**src/rtl/sqrt_arb_pkg.sv**
```systemverilog
`default_nettype none
// ============================================================================
//  Module      : sqrt_arb_pkg
//  Description : Shared widths and the ID-tag record for the square-root
//                request arbiter.
//  Revision    : 1.0  initial release
// ============================================================================
package sqrt_arb_pkg;

   // Widest requester ID the tag record can carry (up to 256 requesters).
   localparam int TAG_ID_MAX_W = 8;

   // Requester ID width; a 2-requester arbiter still needs one bit.
   function automatic int id_width(input int num_req);
      return (num_req <= 2) ? 1 : $clog2(num_req);
   endfunction

   // In-flight counter width, sized to hold CORE_LATENCY+1 with headroom.
   function automatic int cnt_width(input int core_latency);
      return $clog2(core_latency + 2);
   endfunction

   // One slot of the tag delay line: valid flag plus issuing requester.
   typedef struct packed {
      logic                    vld;
      logic [TAG_ID_MAX_W-1:0] id;
   } tag_t;

endpackage
`default_nettype wire

```
**src/rtl/sqrt_req_arbiter_rr_arbiter.sv**
```systemverilog
`default_nettype none
// ============================================================================
//  Module      : rr_arbiter
//  Description : Combinational round-robin grant over a valid vector. Owns
//                the priority pointer, which moves past the winner on advance.
//  Revision    : 1.0  initial release
// ============================================================================
module rr_arbiter
   import sqrt_arb_pkg::*;
#(
   parameter int NUM_REQ = 4
) (
   input  logic                          clk,
   input  logic                          reset_n,
   input  logic [NUM_REQ-1:0]            valid_i,
   input  logic                          advance_i,
   output logic [NUM_REQ-1:0]            grant_o,
   output logic [id_width(NUM_REQ)-1:0]  grant_id_o
);

   localparam int ID_W = id_width(NUM_REQ);

   logic [ID_W-1:0] ptr_q;
   logic [ID_W-1:0] ptr_d;
   logic            hit;

   // First valid at or above the pointer wins; otherwise wrap to the lowest valid.
   always_comb begin
      grant_o    = '0;
      grant_id_o = '0;
      hit        = 1'b0;
      for (int i = 0; i < NUM_REQ; i++) begin
         if (!hit && valid_i[i] && (i >= int'(ptr_q))) begin
            hit           = 1'b1;
            grant_o[i]    = 1'b1;
            grant_id_o    = ID_W'(i);
         end
      end
      for (int i = 0; i < NUM_REQ; i++) begin
         if (!hit && valid_i[i]) begin
            hit           = 1'b1;
            grant_o[i]    = 1'b1;
            grant_id_o    = ID_W'(i);
         end
      end
   end

   // Pointer moves to the requester after the winner, wrapping at NUM_REQ.
   always_comb begin
      ptr_d = ptr_q;
      if (advance_i) begin
         if (grant_id_o == ID_W'(NUM_REQ - 1)) begin
            ptr_d = '0;
         end else begin
            ptr_d = grant_id_o + ID_W'(1);
         end
      end
   end

   // Pointer register.
   always_ff @(posedge clk or negedge reset_n) begin
      if (!reset_n) begin
         ptr_q <= '0;
      end else begin
         ptr_q <= ptr_d;
      end
   end

endmodule
`default_nettype wire

```
**src/rtl/sqrt_req_arbiter.sv**
```systemverilog
`default_nettype none
// ============================================================================
//  Module      : sqrt_req_arbiter
//  Description : Shares one fixed-latency pipelined square-root core among
//                NUM_REQ requesters: round-robin grant, registered issue,
//                ID-tag delay line and routing of results back to the issuer.
//  Revision    : 1.0  initial release
// ============================================================================
module sqrt_req_arbiter
   import sqrt_arb_pkg::*;
#(
   parameter int NUM_REQ      = 4,
   parameter int INPUT_BITS   = 16,
   parameter int OUTPUT_BITS  = 8,
   parameter int CORE_LATENCY = 9
) (
   input  logic                          clk,
   input  logic                          reset_n,
   input  logic [NUM_REQ-1:0]            req_valid_i,
   input  logic [NUM_REQ*INPUT_BITS-1:0] req_radicand_i,
   output logic [NUM_REQ-1:0]            req_ready_o,
   input  logic                          hold_i,
   output logic [NUM_REQ-1:0]            rsp_valid_o,
   output logic [OUTPUT_BITS-1:0]        rsp_root_o,
   output logic                          core_start_o,
   output logic [INPUT_BITS-1:0]         core_radicand_o,
   input  logic                          core_valid_i,
   input  logic [OUTPUT_BITS-1:0]        core_root_i,
   output logic                          busy_o,
   output logic                          err_tag_o
);

   localparam int ID_W  = id_width(NUM_REQ);
   localparam int CNT_W = cnt_width(CORE_LATENCY);

   // Arbitration
   logic [NUM_REQ-1:0]    valid_masked;
   logic [NUM_REQ-1:0]    grant;
   logic [ID_W-1:0]       grant_id;
   logic                  xfer;
   logic [INPUT_BITS-1:0] radicand_sel;

   // Issue register
   logic                  start_q;
   logic [INPUT_BITS-1:0] radicand_q;
   logic [ID_W-1:0]       issue_id_q;

   // Tag delay line
   tag_t                  tag_q [CORE_LATENCY];
   tag_t                  tag_head;
   logic                  tag_any;

   // Response / status
   logic [NUM_REQ-1:0]     rsp_onehot;
   logic [NUM_REQ-1:0]     rsp_valid_q;
   logic [OUTPUT_BITS-1:0] rsp_root_q;
   logic                   err_q;
   logic [CNT_W-1:0]       cnt_q;
   logic [CNT_W-1:0]       cnt_d;

   // hold and reset both suppress grants; ready must read 0 while in reset.
   assign valid_masked = req_valid_i & {NUM_REQ{~hold_i & reset_n}};

   rr_arbiter #(
      .NUM_REQ    (NUM_REQ)
   ) u_rr_arbiter (
      .clk        (clk),
      .reset_n    (reset_n),
      .valid_i    (valid_masked),
      .advance_i  (xfer),
      .grant_o    (grant),
      .grant_id_o (grant_id)
   );

   assign req_ready_o = grant;
   assign xfer        = |(req_valid_i & grant);

   // Select the granted requester's radicand (grant is one-hot).
   always_comb begin
      radicand_sel = '0;
      for (int i = 0; i < NUM_REQ; i++) begin
         if (grant[i]) begin
            radicand_sel = radicand_sel | req_radicand_i[i*INPUT_BITS +: INPUT_BITS];
         end
      end
   end

   // Issue stage: one-cycle start strobe, radicand holds its last value.
   always_ff @(posedge clk or negedge reset_n) begin
      if (!reset_n) begin
         start_q    <= 1'b0;
         radicand_q <= '0;
         issue_id_q <= '0;
      end else begin
         start_q <= xfer;
         if (xfer) begin
            radicand_q <= radicand_sel;
            issue_id_q <= grant_id;
         end
      end
   end

   assign core_start_o    = start_q;
   assign core_radicand_o = radicand_q;

   // Tag delay line: free-running shift, head lines up with core_valid.
   always_ff @(posedge clk or negedge reset_n) begin
      if (!reset_n) begin
         for (int i = 0; i < CORE_LATENCY; i++) begin
            tag_q[i] <= '0;
         end
      end else begin
         tag_q[0] <= '{vld: start_q, id: TAG_ID_MAX_W'(issue_id_q)};
         for (int i = 1; i < CORE_LATENCY; i++) begin
            tag_q[i] <= tag_q[i-1];
         end
      end
   end

   assign tag_head = tag_q[CORE_LATENCY-1];

   // Any live tag anywhere in the line, plus one-hot decode of the head ID.
   always_comb begin
      tag_any    = 1'b0;
      rsp_onehot = '0;
      for (int i = 0; i < CORE_LATENCY; i++) begin
         tag_any = tag_any | tag_q[i].vld;
      end
      for (int i = 0; i < NUM_REQ; i++) begin
         rsp_onehot[i] = (tag_head.id == TAG_ID_MAX_W'(i));
      end
   end

   // Response register; a core result without a matching tag is dropped and flagged.
   always_ff @(posedge clk or negedge reset_n) begin
      if (!reset_n) begin
         rsp_valid_q <= '0;
         rsp_root_q  <= '0;
         err_q       <= 1'b0;
      end else begin
         rsp_valid_q <= '0;
         if (core_valid_i && tag_head.vld) begin
            rsp_valid_q <= rsp_onehot;
            rsp_root_q  <= core_root_i;
         end
         if (core_valid_i != tag_head.vld) begin
            err_q <= 1'b1;
         end
      end
   end

   assign rsp_valid_o = rsp_valid_q;
   assign rsp_root_o  = rsp_root_q;
   assign err_tag_o   = err_q;

   // In-flight count: up on transfer, down when the op's tag leaves the line.
   always_comb begin
      cnt_d = cnt_q;
      case ({xfer, tag_head.vld})
         2'b10:   cnt_d = cnt_q + CNT_W'(1);
         2'b01:   cnt_d = cnt_q - CNT_W'(1);
         default: cnt_d = cnt_q;
      endcase
   end

   // In-flight counter register.
   always_ff @(posedge clk or negedge reset_n) begin
      if (!reset_n) begin
         cnt_q <= '0;
      end else begin
         cnt_q <= cnt_d;
      end
   end

   assign busy_o = start_q | tag_any | (cnt_q != '0);

endmodule
`default_nettype wire
```
**config.mk**
```make
export PLATFORM = sky130hd
export DESIGN_NAME = sqrt_req_arbiter
export DESIGN_NICKNAME = d
export VERILOG_FILES = /design/src/rtl/sqrt_arb_pkg.sv /design/src/rtl/sqrt_req_arbiter_rr_arbiter.sv /design/src/rtl/sqrt_req_arbiter.sv
export SDC_FILE = /design/constraint.sdc
export NUM_CORES = 1
export LEC_CHECK = 0
export ABC_AREA = 0
export CAP_MARGIN = 20
export CORE_MARGIN = 2
export CORE_UTILIZATION = 44
export CTS_CLUSTER_DIAMETER = 100
export DETAILED_ROUTE_END_ITERATION = 10
export GPL_TIMING_DRIVEN = 1
export PLACE_DENSITY = 0.79
export SLEW_MARGIN = 10
export SYNTH_ARGS = -nofsm -noshare
export SYNTH_HDL_FRONTEND = slang
export SYNTH_SLANG_ARGS = --single-unit
```
**constraint.sdc**
```tcl
create_clock -name clk -period 3.7 [get_ports clk]
set_clock_uncertainty 0.2 [all_clocks]
set_input_delay 0.74 -clock clk [delete_from_list [all_inputs] [get_ports clk]]
set_output_delay 0.74 -clock clk [all_outputs]
set_load 0.01 [all_outputs]
```
Word-level counts from Yosys, hierarchy flattened
Cells that the tools add are included.
W data, S select, Z words.
{ "classes": {"n_addsub": 3, "n_reduce_logical": 22, "order_cmp": 3, "mux": 28, "bitwise": 17, "eq_ne": 7} }
{ "op_table": {"columns": ["op", "count"], "rows": [
  ["$mux W16", 4],
  ["$or A16 B16 Y16", 3],
  ["$mux W1", 15],
  ["$mux W2", 7],
  ["$logic_and A1 B1 Y1", 11],
  ["$or A1 B1 Y1", 10],
  ["$and A4 B4 Y4", 2],
  ["$eq A2 B2 Y1 const B", 4],
  ["$logic_not A8 Y1", 1],
  ["$pmux W4 S2", 1],
  ["$logic_not A1 Y1", 7],
  ["$add A4 B1 Y4 const B", 1],
  ["$eq A2 B1 Y1 const B", 2],
  ["$ge A1 B2 Y1 const A", 2],
  ["$mux W4", 1],
  ["$reduce_bool A4 Y1", 1],
  ["$reduce_or A4 Y1", 1],
  ["$sub A4 B1 Y4 const B", 1],
  ["$add A2 B1 Y2 const B", 1],
  ["$ge A2 B2 Y1 const A", 1],
  ["$reduce_bool A2 Y1", 1],
  ["$and A1 B1 Y1", 1],
  ["$ne A1 B1 Y1", 1],
  ["$not A1 Y1", 1]
]} }
{ "word_totals": {"register_bits": 65, "inputBits": 80, "output_inout_bits": 35, "elab_cells": 106} }

Longest topological paths before layout
{ "depth": {"depth_word": 32, "ltp_mapped": 16, "ltp_nobuf": 12} }

Modules after synthesis
A second synthesis with hierarchy kept.
{ "hier_totals": {"hier_cells": 232, "hier_area_um2": 2945.3} }
{ "modules_own_cells": {"columns": ["mod", "n_inst", "cells_per_inst", "seq_area_each_um2", "area_each_um2"], "rows": [
  ["sqrt_req_arbiter", 1, 195, 1576.5, 2666.3],
  ["rr_arbiter", 1, 37, 50.0, 279.0]
]} }

Worst setup path after synthesis
OpenSTA, ideal clock, no wires.
{ "synth_path": {"path_type": "in2reg", "from": "input req_valid_i[3]", "to": "register cnt_q[3]", "slack_ns": 0.083, "setup_ns": 0.125, "path_stages": 14, "path_buffers": 3, "arrival_ns": 3.292, "cell_sequence": "buf_4 o41ai_2 a221o_2 nand3b_4 buf_6 buf_12 inv_1 ha_1 ha_1 a21o_1 a21oi_1 xnor2_1 nor2_1 xor2_1"} }
{ "synth_between": {"elab_chain_len": 19, "word_cells_on_any_way": 25, "classes_between": "2 x eq/ne; 10 x mux; 2 x bitwise; 11 x reduce/logical"} }
{ "synth_rtl": {"columns": ["element", "line_no", "source"], "rows": [
  ["from (decl)", "sqrt_req_arbiter.sv:19", "input logic [NUM_REQ-1:0] req_valid_i,"],
  ["$and A4 B4 Y4", "sqrt_req_arbiter.sv:62", "assign valid_masked = req_valid_i & {NUM_REQ{~hold_i & reset_n}};"],
  ["$logic_and A1 B1 Y1", "sqrt_req_arbiter_rr_arbiter.sv:33", "if (!hit && valid_i[i] && (i >= int'(ptr_q))) begin"],
  ["$mux W1", "sqrt_req_arbiter_rr_arbiter.sv:33", null],
  ["$logic_not A1 Y1", "sqrt_req_arbiter_rr_arbiter.sv:40", "if (!hit && valid_i[i]) begin"],
  ["$logic_and A1 B1 Y1", "sqrt_req_arbiter_rr_arbiter.sv:40", null],
  ["$mux W1", "sqrt_req_arbiter_rr_arbiter.sv:40", null],
  ["$logic_not A1 Y1", "sqrt_req_arbiter_rr_arbiter.sv:40", null],
  ["$logic_and A1 B1 Y1", "sqrt_req_arbiter_rr_arbiter.sv:40", null],
  ["(+4 left out)", null, null],
  ["$logic_not A1 Y1", "sqrt_req_arbiter_rr_arbiter.sv:40", null],
  ["$logic_and A1 B1 Y1", "sqrt_req_arbiter_rr_arbiter.sv:40", null],
  ["$mux W1", "sqrt_req_arbiter_rr_arbiter.sv:40", null],
  ["$and A4 B4 Y4 *", "sqrt_req_arbiter.sv:76", "assign xfer = |(req_valid_i & grant);"],
  ["$reduce_or A4 Y1 *", "sqrt_req_arbiter.sv:76", null],
  ["net u_rr_arbiter.advance_i", "sqrt_req_arbiter_rr_arbiter.sv:16", "input logic advance_i,"],
  ["$eq A2 B1 Y1 / $eq A2 B2 Y1 (equally long branches)", "sqrt_req_arbiter.sv:159", "case ({xfer, tag_head.vld})"],
  ["$pmux W4 S2 / $reduce_bool A2 Y1 (equally long branches)", null, null],
  ["to (signal assigned)", "sqrt_req_arbiter.sv:171", "cnt_q <= cnt_d;"],
  ["to (decl)", "sqrt_req_arbiter.sv:58", "logic [CNT_W-1:0] cnt_q;"]
]} }
Mark *: on every way through the listed nets, which the timed path passes. The rest lies on a longest branch.
A chain may end at the register's enable or synchronous reset.

Worst setup path after layout
{ "layout_path": {"from": "input req_valid_i[1]", "to": "output req_ready_o[3]"} }
{ "layout_between": {"elab_chain_len": 23, "word_cells_on_any_way": 24, "classes_between": "8 x mux; 1 x bitwise; 15 x reduce/logical"} }
{ "layout_rtl": {"columns": ["element", "line_no", "source"], "rows": [
  ["$and A4 B4 Y4 *", "sqrt_req_arbiter.sv:62", null],
  ["$logic_and A1 B1 Y1 (2 in a row)", "sqrt_req_arbiter_rr_arbiter.sv:33", null],
  ["$mux W1", "sqrt_req_arbiter_rr_arbiter.sv:33", null],
  ["$logic_not A1 Y1", "sqrt_req_arbiter_rr_arbiter.sv:33", null],
  ["$logic_and A1 B1 Y1 (2 in a row)", "sqrt_req_arbiter_rr_arbiter.sv:33", null],
  ["$mux W1", "sqrt_req_arbiter_rr_arbiter.sv:33", null],
  ["$logic_not A1 Y1", "sqrt_req_arbiter_rr_arbiter.sv:33", null],
  ["$logic_and A1 B1 Y1", "sqrt_req_arbiter_rr_arbiter.sv:33", null],
  ["(+5 left out)", null, null],
  ["$logic_and A1 B1 Y1", "sqrt_req_arbiter_rr_arbiter.sv:40", null],
  ["$mux W1", "sqrt_req_arbiter_rr_arbiter.sv:40", null],
  ["$logic_not A1 Y1", "sqrt_req_arbiter_rr_arbiter.sv:40", null],
  ["$logic_and A1 B1 Y1", "sqrt_req_arbiter_rr_arbiter.sv:40", null],
  ["$mux W1", "sqrt_req_arbiter_rr_arbiter.sv:40", null],
  ["$logic_not A1 Y1", "sqrt_req_arbiter_rr_arbiter.sv:40", null],
  ["$logic_and A1 B1 Y1", "sqrt_req_arbiter_rr_arbiter.sv:40", null],
  ["$mux W1 *", "sqrt_req_arbiter_rr_arbiter.sv:40", null],
  ["to (decl)", "sqrt_req_arbiter.sv:21", "output logic [NUM_REQ-1:0] req_ready_o,"]
]} }
Mark *: on every way between the ends. The rest lies on a longest branch, timed or not.

==> metrics.csv <==
metric,value,unit
Crit. End Element,output pin,
DPL Wire Length,5925,um
Area after DPL,4325,um^2
"slowest stage delay, CP",530,ps
YS warnings,0,
"EDFF count, synth",0,
antenna cells,0,
I/O pin cnt,115,
Arrival @ worst endpoint,2610,ps
worst-path fanout max,3,
core area,6719,um^2
H-tree levels,3,
CTS tree,built,
"commonest non-fill, non-tap cell in the layout",clkdlybuf4s50_1,
Layout Area Growth over Synthesis,49.05,%
synthesized area,3025,um^2
Total Wirelength,7949,um
CTS buffer count,9,
setup TNS,0,ps
number of global-route vias before repair,2546,
CTS max path bufs,2,
pin count of the biggest net entering global routing,66,
fin cells,448,
CTS Hold Bufs,0,
placed cell count,433,
Final Slew Violations,0,
total setup buffers inserted after CTS,0,
Port-buffer cells,114,
RSZ-0062 raised after global routing,no,
post-synthesis cell count,236,
Avg Inst Size Synth,12.82,um^2
"most used cell, CP",clkdlybuf4s50_1,
layout cells sized above 1,19.02,%
Initial Util,45.03,%
Leak,0.001928,uW
reg2reg start,u_rr_arbiter.ptr_q[0]$_DFFE_PN0P_,
clock sinks,65,
pre-CTS WS,55.94,ps
gr ovfl total,0,
worst slew pin tran,782.7,ps
crit-path cells,"clkdlybuf4s50_1, nor2b_1, a211oi_1, nand3_1, inv_1, clkdlybuf4s50_1",
run status,finished clean,
Tot GR Track Use,22.03,%
ANT nets after route,0,
fillers,512,
CP bufs+invs,3,
CTS root buf,clkbuf_8,
DR vias/cell,5.821,
most frequent cells in the layout,"clkdlybuf4s50_1 (113), dfrtp_1 (65), a22oi_1 (32), buf_4 (20), mux2_2 (17)",
storage element area,1627,um^2
max-cap violations,0,
worst hold start,tag_q[45]$_DFF_PN0_,
Die ar.,7555,um^2
1st-pass router iterations,5,
"flops & latches, synth",65,
Peak VDD IR,0.3169,mV
drt drc,0,
post-synthesis sequential area ratio,53.76,%
CP required,2760,ps
post-synthesis async set-or-reset flop share,100.0,%
GP Congestion,0.8208,
Final period util,95.99,%
multi-input logic area,1271,um^2
syn_nets,322,
Fmax achieved,281.6,MHz
Clock Latency Late Sink,340,ps
chip height,86.92,um
CP Launch Type,input port,
"Slowest-stage cell, CP",clkdlybuf4s50_1,
row cnt,30,
Final Instance Area,4509,um^2
initial antenna violation count,0,
PwrDens,613.8,nW/um^2
Main synth FF type,dfrtp_1,
Post-CTS Resized,0,
min setup slack post-route,148.3,ps
Worst Setup SP,req_valid_i[1],
# nets final,450,
Slew HR,47.82,%
DR vias,2608,
DR iter-0 viols,132,
Synth cell types,46,
Hold Slack,154.7,ps
clk slew on worst S/H paths,70,ps
kind of critical path,in2out,
Worst Hold Class,reg2reg,
final setup fails,0,
"CP delay by family, top",buffers and inverters,
first-pass GRT wire length,12560,um
final critical-path required period,3552,ps
Routed WL per cell,17.74,um
Final Hold Fails,0,
die width,86.92,um
cells by family after synthesis:
kind of cell,after synthesis,share of synthesized area [%]
AOI/OAI and AO/OA,79,21.17
buffers and inverters,28,4.425
xor gates and xnor gates,4,1.158
adders and majority gates,6,2.730
muxes,26,10.63
and+or+nand+nor,28,6.122
DFF,65,53.76
registers in the layout (all words and copies together) (netlist names):
register            flops
rsp_root_o              8
rsp_valid_o             4
core_start_o            1
tag_q                  24
issue_id_q              2
cnt_q                   4
core_radicand_o        16
tag_head                3
u_rr_arbiter.ptr_q      2
err_tag_o               1
per-layer routing:
metal	track usage [%]	part of all wire [%]	up-vias
met5	0	0	-
met4	12.22	3.6	0
met3	9.194	9.7	28
met2	32.27	46	134
met1	27.49	41	1256
li1	-	-	1190
layout make-up:
| class | count | share of cell area, % |
|---|---|---|
| Multi-Input combinational cell | 143 | 28.19 |
| Timing Repair Buffer | 134 | 28.52 |
| Sequential cell | 65 | 36.07 |
| Clock buffer | 9 | 2.747 |
| Inverter | 11 | 0.9157 |
| Clock inverter | 6 | 1.332 |
| Tap cell | 80 | 2.220 |
final timing paths:
check	endpoint	slack, ps	depth (start not counted)
max	req_ready_o[3]	150	6
min	tag_q[36]$_DFF_PN0_	150	0
max reg2reg	cnt_q[3]$_DFFE_PN0P_	760	12
min reg2reg	tag_q[36]$_DFF_PN0_	150	0
max in group asynchronous	core_radicand_o[15]$_DFFE_PN0P_	2360	2
min in group asynchronous	tag_q[64]$_DFF_PN0_	440	2
synth_stat cells, drive strengths merged, types with 2 or more instances:
cell type | n | area (um^2)
dfrtp | 65 | 1627
a22oi | 32 | 240.2
mux2 | 25 | 311.6
a32oi | 16 | 140.1
o221ai | 16 | 140.1
clkbuf | 11 | 41.29
inv | 11 | 41.29
buf | 6 | 51.30
ha | 5 | 62.56
nand2 | 5 | 18.77
nor2 | 5 | 18.77
nor4 | 4 | 31.28
a211o | 2 | 17.52
a211oi | 2 | 15.01
a21o | 2 | 15.01
a21oi | 2 | 10.01
and3b | 2 | 17.52
nand2b | 2 | 15.02
o21ai | 2 | 10.00
xnor2 | 2 | 17.52
xor2 | 2 | 17.52
where the power goes:
| group | switching, uW | internal (uW) | total [uW] |
|---|---|---|---|
| registers | 165 | 1010 | 1170 |
| clock network | 263 | 303 | 566 |
| logic | 423 | 606 | 1030 |
through the flow:
stage | util, % | total power (uW)
after floorplan | - | 1686
after global placement | 64.38 | 2180
after global routing | 67.11 | 2946
after CTS | 67.11 | 2801
after detailed placement | 64.38 | 2216
final | 67.11 | 2768
No activity file was read; power rests on OpenSTA's default activity.
